===== src/rtl/term_ctrl.sv =====
// Terminal byte-stream controller: decodes printable, control and ESC Y row/col bytes
// into registered cursor/char write strobes for a downstream display stage.
module term_ctrl #(
  parameter int unsigned COLS = 80,
  parameter int unsigned ROWS = 30
) (
  input  logic       CLK_I,
  input  logic       RST_N,
  input  logic [7:0] rx_data,
  input  logic       rx_valid,
  output logic       rx_ready,
  input  logic [4:0] currow,
  input  logic [6:0] curcol,
  output logic [7:0] data,
  output logic       dstrobe,
  output logic [1:0] dtype,
  output logic       busy
);

  localparam logic [7:0]  LastCol   = 8'(COLS - 1);
  localparam logic [7:0]  LastRow   = 8'(ROWS - 1);
  localparam logic [11:0] FillCount = 12'(ROWS * COLS);

  localparam logic [1:0] TypeChar = 2'd0;
  localparam logic [1:0] TypeCol  = 2'd1;
  localparam logic [1:0] TypeRow  = 2'd2;

  typedef enum logic [3:0] {
    StIdle, StGap, StEsc, StEscRow, StEscCol, StBsRow,
    StClrHc, StClrHr, StClrFill, StClrEc, StClrEr
  } state_e;

  state_e      r_state, w_state_nxt;
  logic [11:0] r_cnt, w_cnt_nxt;
  logic [4:0]  r_row, w_row_nxt;
  logic        r_ready, w_ready_nxt;
  logic        r_strobe, w_strobe_nxt;
  logic [7:0]  r_data, w_data_nxt;
  logic [1:0]  r_dtype, w_dtype_nxt;

  logic       w_accept;
  logic       w_below;
  logic [7:0] w_off;
  logic [7:0] w_col_arg;
  logic [4:0] w_row_arg;
  logic [7:0] w_tab_raw;
  logic [7:0] w_tab;
  logic [7:0] w_lf;

  assign w_accept  = rx_valid && r_ready;
  assign w_below   = (rx_data < 8'h20);
  assign w_off     = rx_data - 8'h20;
  assign w_col_arg = w_below ? 8'd0 : ((w_off > LastCol) ? LastCol : w_off);
  assign w_row_arg = w_below ? 5'd0 : ((w_off > LastRow) ? LastRow[4:0] : w_off[4:0]);
  assign w_tab_raw = ({1'b0, curcol} | 8'h07) + 8'h01;
  assign w_tab     = (w_tab_raw > LastCol) ? LastCol : w_tab_raw;
  assign w_lf      = ({3'b000, currow} == LastRow) ? 8'd0 : ({3'b000, currow} + 8'd1);

  // Outputs are registered alongside the state, so a strobe appears the cycle after
  // its decision; GAP holds one extra cycle when entered with a strobe in flight.
  always_comb begin
    w_state_nxt  = r_state;
    w_cnt_nxt    = r_cnt;
    w_row_nxt    = r_row;
    w_strobe_nxt = 1'b0;
    w_data_nxt   = 8'h00;
    w_dtype_nxt  = TypeChar;
    case (r_state)
      StIdle: begin
        if (w_accept) begin
          if (rx_data == 8'h1B) begin
            w_state_nxt = StEsc;
          end else if (rx_data == 8'h0C) begin
            w_state_nxt  = StClrHc;
            w_strobe_nxt = 1'b1;
            w_dtype_nxt  = TypeCol;
          end else if (rx_data == 8'h0D) begin
            w_state_nxt  = StGap;
            w_strobe_nxt = 1'b1;
            w_dtype_nxt  = TypeCol;
          end else if (rx_data == 8'h0A) begin
            w_state_nxt  = StGap;
            w_strobe_nxt = 1'b1;
            w_dtype_nxt  = TypeRow;
            w_data_nxt   = w_lf;
          end else if (rx_data == 8'h09) begin
            w_state_nxt  = StGap;
            w_strobe_nxt = 1'b1;
            w_dtype_nxt  = TypeCol;
            w_data_nxt   = w_tab;
          end else if (rx_data == 8'h08) begin
            w_state_nxt = StGap;
            if (curcol != 7'd0) begin
              w_strobe_nxt = 1'b1;
              w_dtype_nxt  = TypeCol;
              w_data_nxt   = {1'b0, curcol - 7'd1};
            end else if (currow != 5'd0) begin
              w_state_nxt  = StBsRow;
              w_strobe_nxt = 1'b1;
              w_dtype_nxt  = TypeCol;
              w_data_nxt   = LastCol;
              w_row_nxt    = currow - 5'd1;
            end
          end else if (!w_below && rx_data != 8'h7F) begin
            w_state_nxt  = StGap;
            w_strobe_nxt = 1'b1;
            w_data_nxt   = rx_data;
          end
        end
      end
      StGap: begin
        if (!r_strobe) w_state_nxt = StIdle;
      end
      StEsc: begin
        if (w_accept) w_state_nxt = (rx_data == 8'h59) ? StEscRow : StIdle;
      end
      StEscRow: begin
        if (w_accept) begin
          w_row_nxt   = w_row_arg;
          w_state_nxt = StEscCol;
        end
      end
      StEscCol: begin
        if (w_accept) begin
          w_state_nxt  = StBsRow;
          w_strobe_nxt = 1'b1;
          w_dtype_nxt  = TypeCol;
          w_data_nxt   = w_col_arg;
        end
      end
      // Shared second half of BS-wrap and ESC Y: emit the latched row.
      StBsRow: begin
        w_state_nxt  = StGap;
        w_strobe_nxt = 1'b1;
        w_dtype_nxt  = TypeRow;
        w_data_nxt   = {3'b000, r_row};
      end
      StClrHc: begin
        w_state_nxt  = StClrHr;
        w_strobe_nxt = 1'b1;
        w_dtype_nxt  = TypeRow;
      end
      StClrHr: begin
        w_state_nxt  = StClrFill;
        w_strobe_nxt = 1'b1;
        w_data_nxt   = 8'h20;
        w_cnt_nxt    = 12'd1;
      end
      StClrFill: begin
        w_strobe_nxt = 1'b1;
        if (r_cnt == FillCount) begin
          w_state_nxt = StClrEc;
          w_dtype_nxt = TypeCol;
          w_cnt_nxt   = 12'd0;
        end else begin
          w_data_nxt = 8'h20;
          w_cnt_nxt  = r_cnt + 12'd1;
        end
      end
      StClrEc: begin
        w_state_nxt  = StClrEr;
        w_strobe_nxt = 1'b1;
        w_dtype_nxt  = TypeRow;
      end
      StClrEr: w_state_nxt = StGap;
      default: w_state_nxt = StIdle;
    endcase
  end

  assign w_ready_nxt = (w_state_nxt inside {StIdle, StEsc, StEscRow, StEscCol});

  always_ff @(posedge CLK_I or negedge RST_N) begin
    if (!RST_N) begin
      r_state  <= StIdle;
      r_cnt    <= 12'd0;
      r_row    <= 5'd0;
      r_ready  <= 1'b0;
      r_strobe <= 1'b0;
      r_data   <= 8'h00;
      r_dtype  <= TypeChar;
    end else begin
      r_state  <= w_state_nxt;
      r_cnt    <= w_cnt_nxt;
      r_row    <= w_row_nxt;
      r_ready  <= w_ready_nxt;
      r_strobe <= w_strobe_nxt;
      r_data   <= w_data_nxt;
      r_dtype  <= w_dtype_nxt;
    end
  end

  assign rx_ready = r_ready;
  assign dstrobe  = r_strobe;
  assign data     = r_data;
  assign dtype    = r_dtype;
  assign busy     = !(r_state inside {StIdle, StEsc, StEscRow, StEscCol});

endmodule


===== config.mk =====
export PLATFORM = sky130hd
export DESIGN_NAME = term_ctrl
export DESIGN_NICKNAME = d
export VERILOG_FILES = /design/src/rtl/term_ctrl.sv
export SDC_FILE = /design/constraint.sdc
export NUM_CORES = 1
export LEC_CHECK = 0
export BUFFER_PORTS_ARGS = -buffer_cell sky130_fd_sc_hd__buf_2
export CORE_UTILIZATION = 40
export DETAILED_ROUTE_END_ITERATION = 8
export PLACE_DENSITY = 0.68
export SLEW_MARGIN = 20
export SYNTH_ARGS = -nofsm -noshare
export SYNTH_HDL_FRONTEND = slang
export SYNTH_SLANG_ARGS = --single-unit

===== constraint.sdc =====
create_clock -name CLK_I -period 2.1 [get_ports CLK_I]
set_input_delay 0.42 -clock CLK_I [delete_from_list [all_inputs] [get_ports CLK_I]]
set_output_delay 0.42 -clock CLK_I [all_outputs]
set_load 0.02 [all_outputs]

==> Word-level counts from Yosys, hierarchy flattened <==
Index checks and enable logic that the tools add are counted.
{ "word_totals": {"ff_bits": 33, "latchBits": 0, "ram_bits": 0, "mem_bits_ro": 0, "inputBits": 23, "output_inout_bits": 13, "memories": 0} }
{ "op_classes": {"add_sub_neg": 6, "multipliers": 0, "n_div": 0, "order_cmp": 4, "eq_ne": 33, "n_shift": 0, "muxes": 73, "bitwise": 0, "reduce_logical": 16} }
{ "ops": {"columns": ["operator", "count"], "rows": [
  ["8-bit two-way mux", 12],
  ["5-bit two-way mux", 12],
  ["4-bit two-way mux", 13],
  ["8-bit by 4-bit == test with 1-bit output (second input constant)", 5],
  ["4-bit case mux with 10 select lines", 1],
  ["8-bit case mux with 5 select lines", 1],
  ["12-bit case mux with 2 select lines", 1],
  ["4-bit by 3-bit == test with 1-bit output (second input constant)", 5],
  ["2-bit inequality test (second input constant)", 10],
  ["1-bit two-way mux", 17],
  ["4-bit by 2-bit == test with 1-bit output (second input constant)", 4],
  ["8-bit by 7-bit > comparator with 1-bit output (second input constant)", 2],
  ["7-bit two-way mux", 2],
  ["12-bit by 1-bit adder with 12-bit output (second input constant)", 1],
  ["12-bit == test (second input constant)", 1],
  ["4-bit == test (second input constant)", 3],
  ["12-bit two-way mux", 1],
  ["2-bit two-way mux", 6],
  ["6-bit two-way mux", 2],
  ["11-bit AND reduction", 1],
  ["5-bit case mux with 2 select lines", 1],
  ["7-bit by 1-bit adder with 8-bit output (second input constant)", 1],
  ["8-bit by 5-bit == test with 1-bit output (second input constant)", 1],
  ["8-bit by 7-bit == test with 1-bit output (second input constant)", 1],
  ["other kinds (22)", 28]
]} }

==> Logic depth before layout (Yosys ltp) <==
{ "depth": {"depth_word": 14, "mapped_depth": 9} }

==> Worst setup path before layout <==
No wires, ideal clock.
{ "synth_timing": {"path_kind": "in2reg", "from": "input port rx_data[4]", "to": "register r_row[2]", "setup_time_ns": 0.128, "t_arrival_ns": 1.990, "t_required_ns": 1.972, "slack_ns": -0.017, "path_stages": 6, "path_buffers": 1, "cell_sequence": "clkbuf_1 or4_4 nor2_4 nand4_2 a221oi_4 mux2_1"} }
{ "synth_via": {"elab_chain_len": 6} }
{ "synth_lines": {"columns": ["element", "line_no", "rtl"], "rows": [
  ["start, declared", "9", "input logic [7:0] rx_data,"],
  ["8-bit by 6-bit subtractor with 8-bit output", "52", "assign w_off = rx_data - 8'h20;"],
  ["8-bit by 5-bit > comparator with 1-bit output", "54", "assign w_row_arg = w_below ? 5'd0 : ((w_off > LastRow) ? LastRow[4:0] : w_off[4:0]);"],
  ["5-bit two-way mux (2 in series)", "54", null],
  ["5-bit two-way mux", "118", "if (w_accept) begin"],
  ["5-bit case mux with 2 select lines", "68", "case (r_state)"],
  ["end signal, assigned", "184", "r_row <= w_row_nxt;"],
  ["end, declared", "35", "logic [4:0] r_row, w_row_nxt;"]
]} }
Several ways; a longest one is shown, not always the timed one. The select of a mux whose other input is x is not followed.
A chain may end at the register's enable or synchronous reset.

==> Worst setup path in the final report <==
{ "layout_timing": {"from": "register r_cnt[1]", "to": "register r_ready, in the netlist rx_ready"} }
{ "layout_via": {"elab_chain_len": 5} }
{ "layout_lines": {"columns": ["element", "line_no", "rtl"], "rows": [
  ["start, declared", "34", "logic [11:0] r_cnt, w_cnt_nxt;"],
  ["start signal, assigned", "183", "r_cnt <= w_cnt_nxt;"],
  ["12-bit == test (*)", "151", "if (r_cnt == FillCount) begin"],
  ["4-bit two-way mux (*)", "151", null],
  ["4-bit case mux with 10 select lines (*)", "68", null],
  ["named net w_state_nxt[0]", "33", "state_e r_state, w_state_nxt;"],
  ["4-bit by 2-bit == test with 1-bit output (tied with other cells)", "170", "assign w_ready_nxt = (w_state_nxt inside {StIdle, StEsc, StEscRow, StEscCol});"],
  ["4-bit nonzero test (*)", "170", null],
  ["named net w_ready_nxt", "36", "logic r_ready, w_ready_nxt;"],
  ["end signal, assigned", "185", "r_ready <= w_ready_nxt;"],
  ["end, declared", "36", null]
]} }
Mark *: on every way through the listed nets, which the timed path passes. The rest lies on a longest branch.

==> run summary <==
======================================================================================
Required time of the critical path ......................................      2.31 ns
Average via count per standard cell .....................................         5.79
Post-Layout Inst Area ...................................................  0.00362 mm²
Most frequent cell after synthesis ......................................      o21ai_0
Family with the most delay on the worst path ............................ compound AO/OA/AOI/OAI gates
Synth cell count leaders ................................................ o21ai_0 (38), nand2_1 (34), dfrtp_1 (33)
# H-tree levels .........................................................            2
Area growth, synth to finish ............................................        30.0%
Relative contribution of the clock network to total power ...............        16.8%
Total grt overflow ......................................................            0
Wire length of the first global-routing pass ............................     13300 µm
Post-synthesis register bit count .......................................           33
Peak supply drop ........................................................       360 µV
Post-Synthesis Net Count ................................................          375
Final-layout setup total negative slack .................................         0 ns
EDFF count, synth .......................................................            0
Yosys warns .............................................................            0
Setup repair after global routing missed its margin .....................         true
Worst-skew pair later-pin latency .......................................      0.29 ns
Critical path capture point .............................................     rx_ready
Largest cells by area after synthesis ................................... dfrtp_1 (30%), o21ai_0 (6.8%), ha_1 (4.9%)
Internal reg-to-reg setup slack .........................................      0.05 ns
Violation count after the first detailed-routing iteration ..............          209
Detailed Place HPWL .....................................................      6180 µm
CTS Buf Count ...........................................................            5
Worst R2R Path Depth ....................................................            9
Global Route Usage Sum ..................................................        23.1%
Worst clock skew on the final layout ....................................   0.00549 ns
CTS max path bufs .......................................................            2
Layout Utilization ......................................................        53.5%
Leak Pwr ................................................................      1.62 nW
Instance area after placement ...........................................  0.00347 mm²
Number of cells on the critical path ....................................            9
Total number of clock tree sinks ........................................           33
Net Sw Frac .............................................................        42.2%
Cell taking the most area after synthesis ...............................      dfrtp_1
Cell internal power dissipation .........................................    0.00168 W
Core Region .............................................................  0.00676 mm²
Worst Setup Path Type ................................................... flop to flop
Root Driver .............................................................     clkbuf_8
Worst-path maximum fanout ...............................................            4
Critical path data arrival time .........................................      2.26 ns
Hold buffers post-CTS ...................................................            0
Total power divided by cell area ........................................   804 mW/mm²
Top_reg_cell synth ......................................................      dfrtp_1
Cell Area, Synth ........................................................  0.00278 mm²
Netlist cell types ......................................................           70
Number of routed nets with antenna violations ...........................            0
Sequence of cells on the critical path .................................. inv_1 -> ha_1 -> nand2b_1 -> nor4_4 -> buf_4 -> a211oi_1 -> o311ai_1 -> or3_1 -> o21ai_1
Clock slew at reported path FFs .........................................      0.07 ns
Width of the die ........................................................      85.4 µm
Least setup slack across all paths after layout .........................    0.0526 ns
Mean area per synthesized cell ..........................................     8.16 µm²
Initial antenna violation count .........................................            1
Top achievable clock speed ..............................................      488 MHz
DRC violation count after routing .......................................            0
Buffers & Inverters on Critical Path ....................................            2
Worst slew margin .......................................................        50.2%
Final hold slack ........................................................     0.195 ns
Final Cycle Share .......................................................        97.5%
Ratio of cells with drive above 1 in the final layout ...................        31.0%
Fraction of registers with async set or reset after synthesis ...........         100%
Final setup violating endpoints .........................................            0
Final net count .........................................................          469
Library cell contributing the largest single delay on the critical path .      dfrtp_1
Crit start category .....................................................         flop
Number of hold violations in the final report ...........................            0
I/O pin total ...........................................................           36
Number of instances in the synthesized netlist ..........................          341
Combinational power share ...............................................        51.2%
Floorplan die area ......................................................  0.00729 mm²
Part of the total power dissipated in sequential elements ...............        31.9%
Peak per-stage delay on the critical path ...............................      0.39 ns
Number of vias in the routed layout .....................................         2988
Max Cap Violations ......................................................            0
Site Rows ...............................................................           30
Routability congestion estimate from global placement ...................        0.898
Minimum setup slack after placement .....................................    -0.238 ns
Reg-to-Reg Start ........................................................     r_cnt[1]
TritonCTS clock tree ....................................................          yes
Slew of the pin with the lowest slew margin .............................     0.747 ns
Vert. Die Dim ...........................................................      85.4 µm
Initial cell density of the core ........................................        41.2%
Critical path origin ....................................................     r_cnt[1]
Switching power total ...................................................    0.00123 W
Crit end category .......................................................         flop
Pin count of the biggest net entering global routing ....................           34
WL final ................................................................      8010 µm
Area fraction of the dominant cell type after synthesis .................        29.7%
DR pass1 iterations .....................................................            6
Class of the worst hold path ............................................ input port to asynchronous set/reset pin
Final Max Slew Viols ....................................................            0
Share of the yosys chip area belonging to registers .....................        29.7%
WL/cell .................................................................      15.5 µm
Final period demand of the worst path ...................................      2.05 ns
Antenna diode count .....................................................            0
Result of the run ....................................................... finished clean
Worst r2r dst ...........................................................     rx_ready
Via count of the first global-routing pass ..............................         2853
IO buf count ............................................................           35
======================================================================================
flip-flops by register name, summed over array words and instances, names as in the netlist:
signal and count:
dtype 2, r_state 4, rx_ready 1, r_cnt 12
r_row 5, dstrobe 1, data 8
layer usage:
metal / wire length, µm / track usage (%) / up-vias
met1: 3460 / 29.3 / 1418
met4: 126 / 8.18 / 2
met3: 410 / 3.89 / 15
li1: - / - / 1450
met2: 4000 / 39.8 / 103
met5: 13 / 0 / -
through the flow:
stage	total power, W	cells
after detailed placement	0.00235	506
after CTS	0.00286	514
after global placement	0.00232	506
after global routing	0.00310	516
after floorplan	0.00178	341
final	0.00291	516
placed cells by master, fill, tap and decap left out, types with 3 or more instances in the layout:
cell,count
nand3_1,12
clkinvlp_4,3
clkbuf_8,5
nor2b_1,5
nand2b_1,8
nor2_1,29
a31oi_1,6
o22ai_1,6
mux2_1,5
nor3_1,8
nor4_1,3
a211oi_1,3
o211ai_1,7
nand4_1,4
nor2_2,3
nand2_1,34
xnor2_1,7
a21oi_1,18
dfrtp_1,33
ha_1,11
inv_1,18
buf_4,64
and3_1,4
xor2_1,6
o21ai_0,37
buf_2,35
power groups by stage:
stage                     logic, W  clock network [W]  registers (W)
after detailed placement   0.00142                  0       0.000938
after floorplan           0.000781                  0        0.00100
after CTS                  0.00143           0.000501       0.000927
final                      0.00149           0.000490       0.000928
after global routing       0.00161           0.000536       0.000949
after global placement     0.00139                  0       0.000931
logic make-up after synthesis:
group / count (synthesis) / share of synthesized area, %
mux: 6 / 2.38
buf+inv: 31 / 4.72
xor+xnor: 13 / 4.09
flops: 33 / 29.7
fa+ha+maj: 11 / 4.95
compound gates: 103 / 23.9
simple gates: 144 / 30.2
worst min-delay path by stage:
stage,start,to,slack [ns]
after CTS,RST_N,rx_ready,0.21
after floorplan,RST_N,data[0],0.12
final,RST_N,dtype[1],0.20
after global routing,RST_N,dstrobe,0.26
after detailed placement,r_row[3],data[3],0.47
after global placement,r_row[4],r_row[4],0.47
final cells by class:
class / count / area, µm²
Tap cell: 80 / 100
Inverter: 18 / 67.6
Sequential cell: 33 / 826
Multi-Input combinational cell: 277 / 1860
Timing Repair Buffer: 100 / 667
Fill cell: 631 / 3140
Clock buffer: 5 / 68.8
Clock inverter: 3 / 22.5
what timing repair did:
action	CTS	global route
resized for setup	1	12
setup buffers	0	2
setup endpoints to repair	8	11
pin swaps	1	4
Note: power is estimated with default switching activity, not from simulation.
